===== src/rtl/fan_speed_ctrl.sv =====
// Fan operating logic: OFF/L1/L2/L3 speed FSM, auto-off seconds timer, and glitch-free 8-bit PWM.
// Optional build macro FAN_SOFTSTART_EN ramps the PWM duty up by DUTY_STEP per period on increases.
module fan_speed_ctrl #(
  parameter int PWM_DIV   = 390,
  parameter int SEC_TICKS = 100000000,
  parameter int DUTY_L1   = 64,
  parameter int DUTY_L2   = 128,
  parameter int DUTY_L3   = 192,
  parameter int DUTY_STEP = 8
) (
  input  logic       clk,
  input  logic       reset_p,
  input  logic       btn_speed_pe,
  input  logic       btn_timer_pe,
  input  logic       btn_off_pe,
  output logic [1:0] speed_level,
  output logic [1:0] timer_sel,
  output logic [3:0] timer_remaining,
  output logic       fan_on,
  output logic       pwm_out
);

  localparam int DIV_W = (PWM_DIV > 1) ? $clog2(PWM_DIV) : 1;
  localparam int SEC_W = (SEC_TICKS > 1) ? $clog2(SEC_TICKS) : 1;

  typedef enum logic [1:0] {
    S_OFF = 2'd0,
    S_L1  = 2'd1,
    S_L2  = 2'd2,
    S_L3  = 2'd3
  } speed_t;

  speed_t           state;
  speed_t           state_nxt;
  logic [DIV_W-1:0] div_cnt;
  logic [SEC_W-1:0] sec_cnt;
  logic [7:0]       pwm_cnt;
  logic [7:0]       active_duty;
  logic [7:0]       target_duty;
  logic [7:0]       duty_nxt;
  logic [8:0]       duty_sum;
  logic [1:0]       tsel_inc;
  logic [3:0]       preset_secs;
  logic             pwm_tick;
  logic             period_end;
  logic             sec_tick;
  logic             expire;
  logic             go_off;
  logic             timer_press;

  // The speed state is the level itself, so speed_level doubles as the FSM debug view.
  assign speed_level = state;

  always_comb begin
    pwm_tick    = (div_cnt == DIV_W'(PWM_DIV - 1));
    period_end  = pwm_tick && (pwm_cnt == 8'hFF);
    sec_tick    = (timer_sel != 2'd0) && (sec_cnt == SEC_W'(SEC_TICKS - 1));
    expire      = sec_tick && (timer_remaining == 4'd1);
    // Every route to OFF shares one clear path; the off button and expiry outrank the speed press.
    go_off      = btn_off_pe || expire || (btn_speed_pe && (state == S_L3));
    timer_press = btn_timer_pe && (state != S_OFF);
    tsel_inc    = timer_sel + 2'd1;

    state_nxt = state;
    if (go_off) begin
      state_nxt = S_OFF;
    end else if (btn_speed_pe) begin
      case (state)
        S_OFF:   state_nxt = S_L1;
        S_L1:    state_nxt = S_L2;
        default: state_nxt = S_L3;
      endcase
    end

    case (tsel_inc)
      2'd1:    preset_secs = 4'd5;
      2'd2:    preset_secs = 4'd10;
      2'd3:    preset_secs = 4'd15;
      default: preset_secs = 4'd0;
    endcase

    case (state)
      S_L1:    target_duty = 8'(DUTY_L1);
      S_L2:    target_duty = 8'(DUTY_L2);
      S_L3:    target_duty = 8'(DUTY_L3);
      default: target_duty = 8'd0;
    endcase

    duty_sum = {1'b0, active_duty} + 9'(DUTY_STEP);
`ifdef FAN_SOFTSTART_EN
    if ((target_duty > active_duty) && (duty_sum < {1'b0, target_duty}))
      duty_nxt = duty_sum[7:0];
    else
      duty_nxt = target_duty;
`else
    duty_nxt = target_duty;
`endif
  end

  always_ff @(posedge clk or posedge reset_p) begin
    if (reset_p) begin
      state           <= S_OFF;
      timer_sel       <= 2'd0;
      timer_remaining <= 4'd0;
      fan_on          <= 1'b0;
      pwm_out         <= 1'b0;
      div_cnt         <= '0;
      sec_cnt         <= '0;
      pwm_cnt         <= 8'd0;
      active_duty     <= 8'd0;
    end else begin
      state  <= state_nxt;
      fan_on <= (state_nxt != S_OFF);

      div_cnt <= pwm_tick ? '0 : div_cnt + DIV_W'(1);
      if (pwm_tick)
        pwm_cnt <= pwm_cnt + 8'd1;

      // Duty only changes at the period boundary, except that OFF drops it at once.
      if (go_off)
        active_duty <= 8'd0;
      else if (period_end)
        active_duty <= duty_nxt;

      pwm_out <= (state_nxt != S_OFF) && (pwm_cnt < active_duty);

      if (go_off) begin
        timer_sel       <= 2'd0;
        timer_remaining <= 4'd0;
        sec_cnt         <= '0;
      end else if (timer_press) begin
        timer_sel       <= tsel_inc;
        timer_remaining <= preset_secs;
        sec_cnt         <= '0;
      end else if (sec_tick) begin
        timer_remaining <= timer_remaining - 4'd1;
        sec_cnt         <= '0;
      end else if (timer_sel != 2'd0) begin
        sec_cnt <= sec_cnt + SEC_W'(1);
      end
    end
  end

endmodule


===== config.mk =====
export PLATFORM = sky130hd
export DESIGN_NAME = fan_speed_ctrl
export DESIGN_NICKNAME = d
export VERILOG_FILES = /design/src/rtl/fan_speed_ctrl.sv
export SDC_FILE = /design/constraint.sdc
export NUM_CORES = 1
export LEC_CHECK = 0
export BUFFER_PORTS_ARGS = -buffer_cell sky130_fd_sc_hd__buf_2
export CORE_ASPECT_RATIO = 0.75
export CORE_MARGIN = 5
export CORE_UTILIZATION = 35
export DETAILED_ROUTE_END_ITERATION = 7
export PLACE_DENSITY_LB_ADDON = 0.08
export SLEW_MARGIN = 40
export SYNTH_ARGS = -nofsm -noshare
export SYNTH_HDL_FRONTEND = slang
export SYNTH_SLANG_ARGS = --single-unit

===== constraint.sdc =====
create_clock -name clk -period 6.3 [get_ports clk]
set_clock_uncertainty 0.2 [all_clocks]
set_input_delay 1.26 -clock clk [delete_from_list [all_inputs] [get_ports clk]]
set_output_delay 1.26 -clock clk [all_outputs]
set_load 0.02 [all_outputs]

==> flow_summary_export.csv, run 1 <==
group,metric,value,unit
sta,grt_setup_unrepaired,"false",
logic_synthesis,synth_compound_area_share,12.1,%
worst_hold_path,worstHoldStart,"pwm_cnt[4]",
logic_synthesis,synth_xor_area_share,6.10,%
worst_hold_path,hold_path_class,"flip-flop to flip-flop",
clock_network,clkLatencyLatePin,0.30,ns
drt,routedWlPerCell,15.9,um
logic_synthesis,ys.flop_type,"dfrtp_1",
worst_setup_path,critPathMaxFanout,12,
floorplanning,rows,29,
logic_synthesis,synth_edf_count,0,
worst_setup_path,path_class,"primary input to flip-flop",
grt,grt_pass1_vias,2321,
sta,setup_tns,0,ns
logic_synthesis,synth_top_family_by_area,"simple AND/OR/NAND/NOR gates",
sta,fin_crit_sh,52.8,%
logic_synthesis,syn-num-nets,333,
grt,grt.total_usage,14.3,%
pwr,p_per_area,223,nW/um^2
finish,drive_gt1_share,9.97,%
worst_setup_path,timing.rr.start,"timer_sel[0]",
clock_network,cts-root-buf,"clkbuf_16",
finish,area_growth,10.0,%
sta,period_minus_slack,3.33,ns
logic_synthesis,synth-seq-area-share,46.5,%
worst_setup_path,startpoint,"btn_speed_pe",
sta,hold_viol,0,
floorplanning,num_io_pins,15,
grt,grt_start_max_net_pins,57,
clock_network,clkSlewWorstSetupHoldPaths,0.07,ns
logic_synthesis,synth_common_cells,"56 x dfrtp_1, 39 x nand2_1, 29 x nor2_1",
drt,detail-route-antenna-nets,0,
grt,grt_pass1_wl,12.1,mm
drt,drt_iter0_drc,148,
logic_synthesis,ys_seq_elements,56,
clock_network,cts_resized,0,
clock_network,htree_num_levels,2,
logic_synthesis,syn_inst,320,
logic_synthesis,netlist-cell-type-count,50,
drt,first_pass_iters,5,
floorplanning,initial_core_util,35.8,%
drt,route.vias.total,2354,
finish,num-nets-final,343,
worst_setup_path,required,6.30,ns
drt,viasPerCell,5.36,
sta,slew_headroom,45.8,%
flow_run,max-cap-violations,0,
logic_synthesis,syn_area_per_cell,9.42,sq um
worst_setup_path,cp_data_arrival_time,3.33,ns
logic_synthesis,synthTopCellsByArea,"dfrtp_1 47%, xnor2_1 4.9%, nand2_1 4.9%, nor2_1 3.6%, ha_1 3.3%",
status,outcome,"finished clean",
logic_synthesis,synth_area,3010,sq um
logic_synthesis,yosys.area.top_type_share,46.5,%
logic_synthesis,muxShareOfSynthArea,2.03,%
clock_network,cts_hold_buf,0,
finish,fillers,873,
logic_synthesis,ys_async_sr_fraction,100,%
pwr,ir_drop,0.0000950,V
pwr,power,0.738,mW
logic_synthesis,synth_most_common_cell,"dfrtp_1",
worst_setup_path,end_kind,"flip-flop",
clock_network,clock_path_buffers,2,
finish,insertedDiodeCount,0,
logic_synthesis,synth_fa_ha_area_share,3.32,%
grt,antenna_found_initial,0,
clock_network,cts_setup_buffers,0,
clock_network,cts.sinks,56,
drt,route.detailed.drc,0,
logic_synthesis,synthSimpleGateAreaFrac,26.0,%
floorplanning,die_area,10600,sq um
pwr,power.leakage,1.42,nW
placed_design,gp_congestion,0.789,
worst_setup_path,critPathLaunchType,"primary input",
logic_synthesis,yosys_warnings,0,
sta,tightest_slew,0.812,ns
placed_design,port_buffers,14,
placed_design,dp_hpwl,4.90,mm
clock_network,cts_tree,"done",
logic_synthesis,yosysTopAreaCell,"dfrtp_1",
floorplanning,die_w,117,um
sta,fmax,300,MHz
drt,drt-total-wl,6.97,mm
clock_network,cts_buffers,5,
floorplanning,die_h,90.4,um
floorplanning,core,8420,sq um
sta,setup_viol,0,
sta,slew_violations,0,
grt,grt-ovfl-total,0,
==> where the power goes <==
part           switching, mW  internal [mW]  total (mW)  leakage [nW]
Clock                  0.126          0.159       0.285        0.0712
Sequential           0.00939          0.366       0.376         0.761
Combinational         0.0520         0.0247      0.0767         0.586
==> metrics by stage <==
step,utilization [%],instance area (sq um),worst slack (ns),hold slack [ns],std cells
after floorplan,-,3010,3.47,0.239,320
after global placement,37.5,3160,2.83,0.259,431
after detailed placement,37.6,3160,2.72,0.259,431
after CTS,39.3,3310,3.03,0.272,439
after global routing,39.4,3310,2.81,0.282,439
final,39.4,3310,2.97,0.271,439
==> cell families after synthesis <==
| kind of cell | count (synthesis) |
|---|---|
| flip-flops | 56 |
| multiplexers | 6 |
| buffers and inverters | 25 |
| AND/OR/NAND/NOR | 151 |
| AO/OA/AOI/OAI | 53 |
| adder cells (fa/ha/maj) | 8 |
| XOR/XNOR | 21 |
==> registers in the layout, summed over array words and instances, names as in the netlist <==
register         cells
speed_level          2
timer_sel            2
fan_on               1
div_cnt              9
pwm_cnt              8
timer_remaining      4
pwm_out              1
sec_cnt             27
active_duty          2
==> worst paths after layout <==
check | cells past startpoint | endpoint | slack, ns
worst max-delay path | 6 | sec_cnt[2] | 2.97
max in group asynchronous | 3 | sec_cnt[10] | 4.66
worst max register to register | 7 | sec_cnt[11] | 3.50
worst min register to register | 1 | pwm_cnt[4] | 0.27
worst min-delay path | 1 | pwm_cnt[4] | 0.27
min in group asynchronous | 3 | active_duty[7] | 0.87
==> final cells by class <==
cell class / instances / area (sq um) / share of cell area, %
Inverter: 12 / 45.0 / 1.36
Timing Repair Buffer: 16 / 88.8 / 2.68
Clock buffer: 8 / 146 / 4.42
Tap cell: 108 / 135 / 4.08
Multi-Input combinational cell: 239 / 1500 / 45.2
Sequential cell: 56 / 1400 / 42.3
==> layout by cell type, fill, tap and decap left out, types with 4 or more instances in the layout <==
cell,instances
dfrtp_1,56
nand2_1,39
nor2_1,29
xnor2_1,17
nand4_1,15
nand3_1,14
buf_2,14
and3_1,11
inv_1,11
o21ai_0,11
ha_1,8
a31oi_1,7
nor4_1,7
and2_1,6
nor3_1,6
and4_1,5
mux2i_1,5
a22o_1,5
clkbuf_16,5
a21oi_1,4
o31ai_1,4
xor2_1,4
==> worst max-delay path: stages <==
cell and delay (ns):
buf_2 0.12, a31oi_1 0.42, nand2_1 0.29, nor2_1 0.68, nand2_2 0.27, o31ai_1 0.27
==> routing by layer <==
layer / share of wire, % / global-route usage (%) / vias up
met4: 1.1 / 3.82 / 0
li1: - / - / 1176
met1: 56 / 23.5 / 1117
met3: 5.8 / 3.08 / 8
met2: 37 / 18.1 / 53
met5: 0 / 0 / -
Power figures use the tool's default switching activity.
==> inputs of run 2 (changes only) <==
- clock period: 6.3 -> 2.9 ns (I/O delays scaled with it)
==> flow_summary_export.csv, run 2 (same netlist as run 1, synthesis figures left out) <==
group,metric,value,unit
finish,largest-register,"sec_cnt",
worst_setup_path,required,2.88,ns
finish,largest_reg_flops,27,
sta,setup_tns,0,ns
finish,drive_gt1_share,12.6,%
finish,final_common_cell,"dfrtp_1",
worst_setup_path,end_kind,"flip-flop",
floorplanning,rows,29,
placed_design,gp_congestion,0.802,
floorplanning,num_io_pins,15,
finish,insertedDiodeCount,0,
drt,detail-route-antenna-nets,0,
clock_network,htree_num_levels,2,
clock_network,cts.sinks,56,
placed_design,dp.cells,440,
clock_network,clock_path_buffers,2,
sta,fmax,382,MHz
clock_network,cts_tree,"done",
pwr,ir_drop,0.000250,V
sta,slew_headroom,55.9,%
drt,route.detailed.drc,0,
clock_network,cts-root-buf,"clkbuf_16",
finish,top_regs,"sec_cnt x27, div_cnt x9, pwm_cnt x8",
clock_network,cts_setup_buffers,0,
sta,hold_viol,0,
floorplanning,die_w,117,um
grt,grt_pass1_wl,12.0,mm
worst_setup_path,cp_slowest_stage_delay,0.67,ns
clock_network,cts_buffers,5,
worst_hold_path,hold_path_class,"primary input to asynchronous set/reset pin",
sta,fin_crit_sh,90.3,%
grt,grt_start_max_net_pins,57,
worst_setup_path,critPathLaunchType,"flip-flop",
grt,grt_pass1_vias,2282,
placed_design,dp_hpwl,4.92,mm
floorplanning,core,8420,sq um
drt,route.vias.total,2386,
worst_setup_path,cp_data_arrival_time,2.60,ns
floorplanning,die_h,90.4,um
sta,tightest_slew,0.661,ns
drt,drt-total-wl,7.04,mm
worst_setup_path,path_delay_family,"simple AND/OR/NAND/NOR gates",
drt,drt_iter0_drc,162,
clock_network,clkLatencyLatePin,0.30,ns
pwr,p_per_area,498,nW/um^2
status,outcome,"finished clean",
grt,antenna_found_initial,0,
drt,first_pass_iters,4,
worst_setup_path,critPathBufInv,0,
pwr,power.leakage,1.47,nW
clock_network,clkSlewWorstSetupHoldPaths,0.07,ns
sta,grt_setup_unrepaired,"false",
floorplanning,initial_core_util,35.8,%
sta,setup_viol,0,
sta,period_minus_slack,2.62,ns
worst_setup_path,critPathMaxFanout,18,
flow_run,max-cap-violations,0,
drt,viasPerCell,5.33,
grt,grt.total_usage,14.3,%
clock_network,cts_hold_buf,0,
sta,slew_violations,0,
floorplanning,die_area,10600,sq um
clock_network,cts_resized,0,
grt,grt-ovfl-total,0,
finish,num-nets-final,352,
drt,routedWlPerCell,15.7,um
worst_setup_path,path_class,"flip-flop to flip-flop",
finish,most-common-layout-cells,"56 x dfrtp_1, 39 x nand2_1, 29 x nor2_1, 17 x xnor2_1, 15 x nand4_1",
placed_design,port_buffers,14,
worst_setup_path,cp_cell_sequence,"ha_1 > and3_1 > nand4b_1 > or3_1 > and2_4 > a221o_1",
finish,final_cell_count_no_fill,448,
pwr,power,1.69,mW
worst_setup_path,slowest_stage,"or3_1",
finish,area_growth,12.8,%
==> run 2: cell count changes in the layout (fill, tap and decap cells not counted), sizes merged <==
cell,before,now
clkinv,0,1
buf,16,25
clkinvlp,0,1
bufinv,0,1
clkbuf,8,5
==> run 2: per-stage QoR <==
| step | setup slack, ns | instance area [sq um] | util [%] | hold WS, ns |
|---|---|---|---|---|
| floorplan | 0.535 | 3010 | - | 0.239 |
| global placement | 0.395 | 3230 | 38.3 | 0.260 |
| detailed placement | 0.321 | 3230 | 38.3 | 0.257 |
| CTS | 0.290 | 3400 | 40.3 | 0.272 |
| global route | 0.126 | 3400 | 40.4 | 0.262 |
| finish | 0.282 | 3400 | 40.4 | 0.182 |
==> run 2: final cells by class <==
type	count	area, sq um
inverters	12	45.0
repair buffers	25	156
fillers	865	5020
well taps	108	135
flip-flops and latches	56	1400
clock buffers	5	125
clock inverters	3	42.5
multi-input cells	239	1490
==> run 2: report_power, final <==
part           total [mW]  internal [mW]  switching, mW
clock               0.695          0.407          0.289
sequential          0.816          0.796         0.0202
combinational       0.182         0.0636          0.119
==> run 2: metal layers <==
metal | part of all wire [%] | global-route usage, % | up-vias
met5 | 0 | 0 | -
met4 | 0.87 | 3.63 | 0
met3 | 5.5 | 3.62 | 5
met2 | 39 | 18.2 | 53
met1 | 55 | 23.4 | 1136
li1 | - | - | 1192
==> run 2: worst register-to-register path, delay by kind of cell, from the launching register on <==
kind / cells / cell delay (ns)
and+or+nand+nor: 4 / 1.41
adders and majority gates: 1 / 0.19
AOI/OAI and AO/OA: 1 / 0.30
DFF: 1 / 0.41
==> run 2: worst paths after layout <==
| kind | to | slack [ns] | startpoint | depth (start not counted) |
|---|---|---|---|---|
| setup reg to reg | sec_cnt[10] | 0.28 | sec_cnt[1] | 6 |
| hold reg to reg | pwm_cnt[4] | 0.28 | pwm_cnt[4] | 1 |
| setup / recovery | sec_cnt[10] | 0.28 | sec_cnt[1] | 6 |
| hold / removal | speed_level[0] | 0.18 | reset_p | 3 |
| max in group asynchronous | sec_cnt[19] | 1.95 | reset_p | 3 |
| min in group clk | pwm_cnt[4] | 0.28 | pwm_cnt[4] | 1 |
==> inputs of run 3 (changes only) <==
- BUFFER_PORTS_ARGS: -buffer_cell sky130_fd_sc_hd__buf_2 -> not set
- DONT_BUFFER_PORTS: not set -> 1
==> flow_summary_export.csv, run 3 (same netlist as run 1, synthesis figures left out) <==
group,metric,value,unit
status,outcome,"finished clean",
worst_setup_path,cp_slowest_stage_delay,0.68,ns
drt,viasPerCell,5.53,
grt,grt.total_usage,14.5,%
floorplanning,core,8420,sq um
drt,route.vias.total,2426,
worst_setup_path,rr_worst_depth,6,
clock_network,cts_setup_buffers,0,
worst_hold_path,hold_depth,2,
worst_hold_path,hold_path_class,"primary input to flip-flop",
clock_network,cts_resized,0,
floorplanning,die_h,90.4,um
drt,route.detailed.drc,0,
clock_network,clock_path_buffers,2,
sta,setup_tns,0,ns
worst_setup_path,end_kind,"flip-flop",
sta,hold_viol,0,
clock_network,cts.sinks,56,
clock_network,cts_buffers,5,
grt,grt_pass1_vias,2266,
worst_setup_path,critPathBufInv,0,
floorplanning,die_area,10600,sq um
clock_network,cts-root-buf,"clkbuf_16",
worst_setup_path,required,2.88,ns
finish,drive_gt1_share,9.97,%
sta,slew_headroom,55.3,%
pwr,p_per_area,511,nW/um^2
floorplanning,rows,29,
worst_setup_path,r2r_setup_slack,0.28,ns
drt,routedWlPerCell,16.4,um
clock_network,cts_tree,"done",
placed_design,port_buffers,0,
grt,grt_start_max_net_pins,21,
pwr,ir_drop,0.000299,V
pwr,switching_share,24.4,%
pwr,power.leakage,1.44,nW
sta,slew_violations,0,
worst_setup_path,path_class,"flip-flop to flip-flop",
clock_network,cts_hold_buf,1,
worst_setup_path,path_delay_family,"simple AND/OR/NAND/NOR gates",
clock_network,clkSlewWorstSetupHoldPaths,0.07,ns
clock_network,clkLatencyLatePin,0.30,ns
finish,top_regs,"sec_cnt x27, div_cnt x9, pwm_cnt x8",
finish,largest_reg_flops,27,
placed_design,post_dp_cell_area,3190,sq um
finish,largest-register,"sec_cnt",
sta,fin_crit_sh,90.3,%
placed_design,dp_hpwl,5.24,mm
worst_setup_path,critPathLaunchType,"flip-flop",
finish,final_common_cell,"dfrtp_1",
drt,detail-route-antenna-nets,0,
sta,period_minus_slack,2.62,ns
worst_setup_path,slowest_stage,"or3_1",
worst_setup_path,cp_cell_sequence,"ha_1 > and3_1 > nand4b_1 > or3_1 > and2_4 > a221o_1",
finish,insertedDiodeCount,0,
finish,most-common-layout-cells,"56 x dfrtp_1, 39 x nand2_1, 29 x nor2_1, 17 x xnor2_1",
floorplanning,die_w,117,um
finish,num-nets-final,343,
sta,fmax,382,MHz
pwr,clockPowerShare,42.8,%
finish,area_growth,12.2,%
sta,setup_viol,0,
sta,grt_setup_unrepaired,"false",
finish,fin_util,40.2,%
grt,grt_pass1_wl,12.1,mm
drt,drt_iter0_drc,158,
floorplanning,num_io_pins,15,
grt,antenna_found_initial,0,
grt,grt-ovfl-total,0,
finish,fillers,845,
pwr,power,1.73,mW
sta,tightest_slew,0.670,ns
drt,drt-total-wl,7.22,mm
worst_setup_path,critPathMaxFanout,18,
pwr,combPwrFrac,8.9,%
floorplanning,initial_core_util,35.8,%
finish,fin_area,3380,sq um
drt,first_pass_iters,4,
pwr,power_switching,0.422,mW
placed_design,gp_congestion,0.808,
pwr,seqPwrFrac,48.3,%
worst_setup_path,path_depth,6,
flow_run,max-cap-violations,0,
worst_setup_path,cp_data_arrival_time,2.60,ns
pwr,p_int,1.31,mW
clock_network,htree_num_levels,2,
## run 3: stage by stage
stage | setup slack (ns) | cells | hold slack [ns]
global route | 0.216 | 439 | 0.244
CTS | 0.304 | 439 | 0.235
floorplan | 0.535 | 320 | 0.239
detailed placement | 0.306 | 430 | 0.264
finish | 0.282 | 439 | 0.238
global placement | 0.377 | 430 | 0.259
## run 3: power by group through the flow
stage | Clock [mW] | Sequential [mW] | Combinational (mW)
after floorplan | 0 | 0.844 | 0.107
after global placement | 0 | 0.850 | 0.156
after detailed placement | 0 | 0.850 | 0.155
after CTS | 0.757 | 0.834 | 0.157
after global routing | 0.787 | 0.837 | 0.177
final | 0.740 | 0.835 | 0.154
## run 3: per-layer routing
layer / GRT usage (%) / vias to the layer above / share of wire, %
met3: 3.62 / 5 / 5.8
met2: 18.3 / 54 / 39
met1: 24.1 / 1186 / 55
li1: - / 1181 / -
met4: 3.25 / 0 / 0.79
met5: 0 / - / 0
## run 3: worst paths after layout
kind,from,end
min,btn_speed_pe,speed_level[1]
max reg2reg,sec_cnt[0],sec_cnt[11]
min reg2reg,pwm_cnt[4],pwm_cnt[4]
max,sec_cnt[0],sec_cnt[11]
max in group asynchronous,reset_p,sec_cnt[21]
min in group asynchronous,reset_p,timer_remaining[1]
## run 3: area by class of cell
class                           instances  area, sq um  share of cell area (%)
Tap cell                              108          135                    4.00
Sequential cell                        56         1400                    41.5
Inverter                               12         45.0                    1.33
Timing Repair Buffer                   16          123                    3.63
Clock inverter                          1         30.0                   0.888
Clock buffer                            7          153                    4.52
Multi-Input combinational cell        239         1490                    44.2
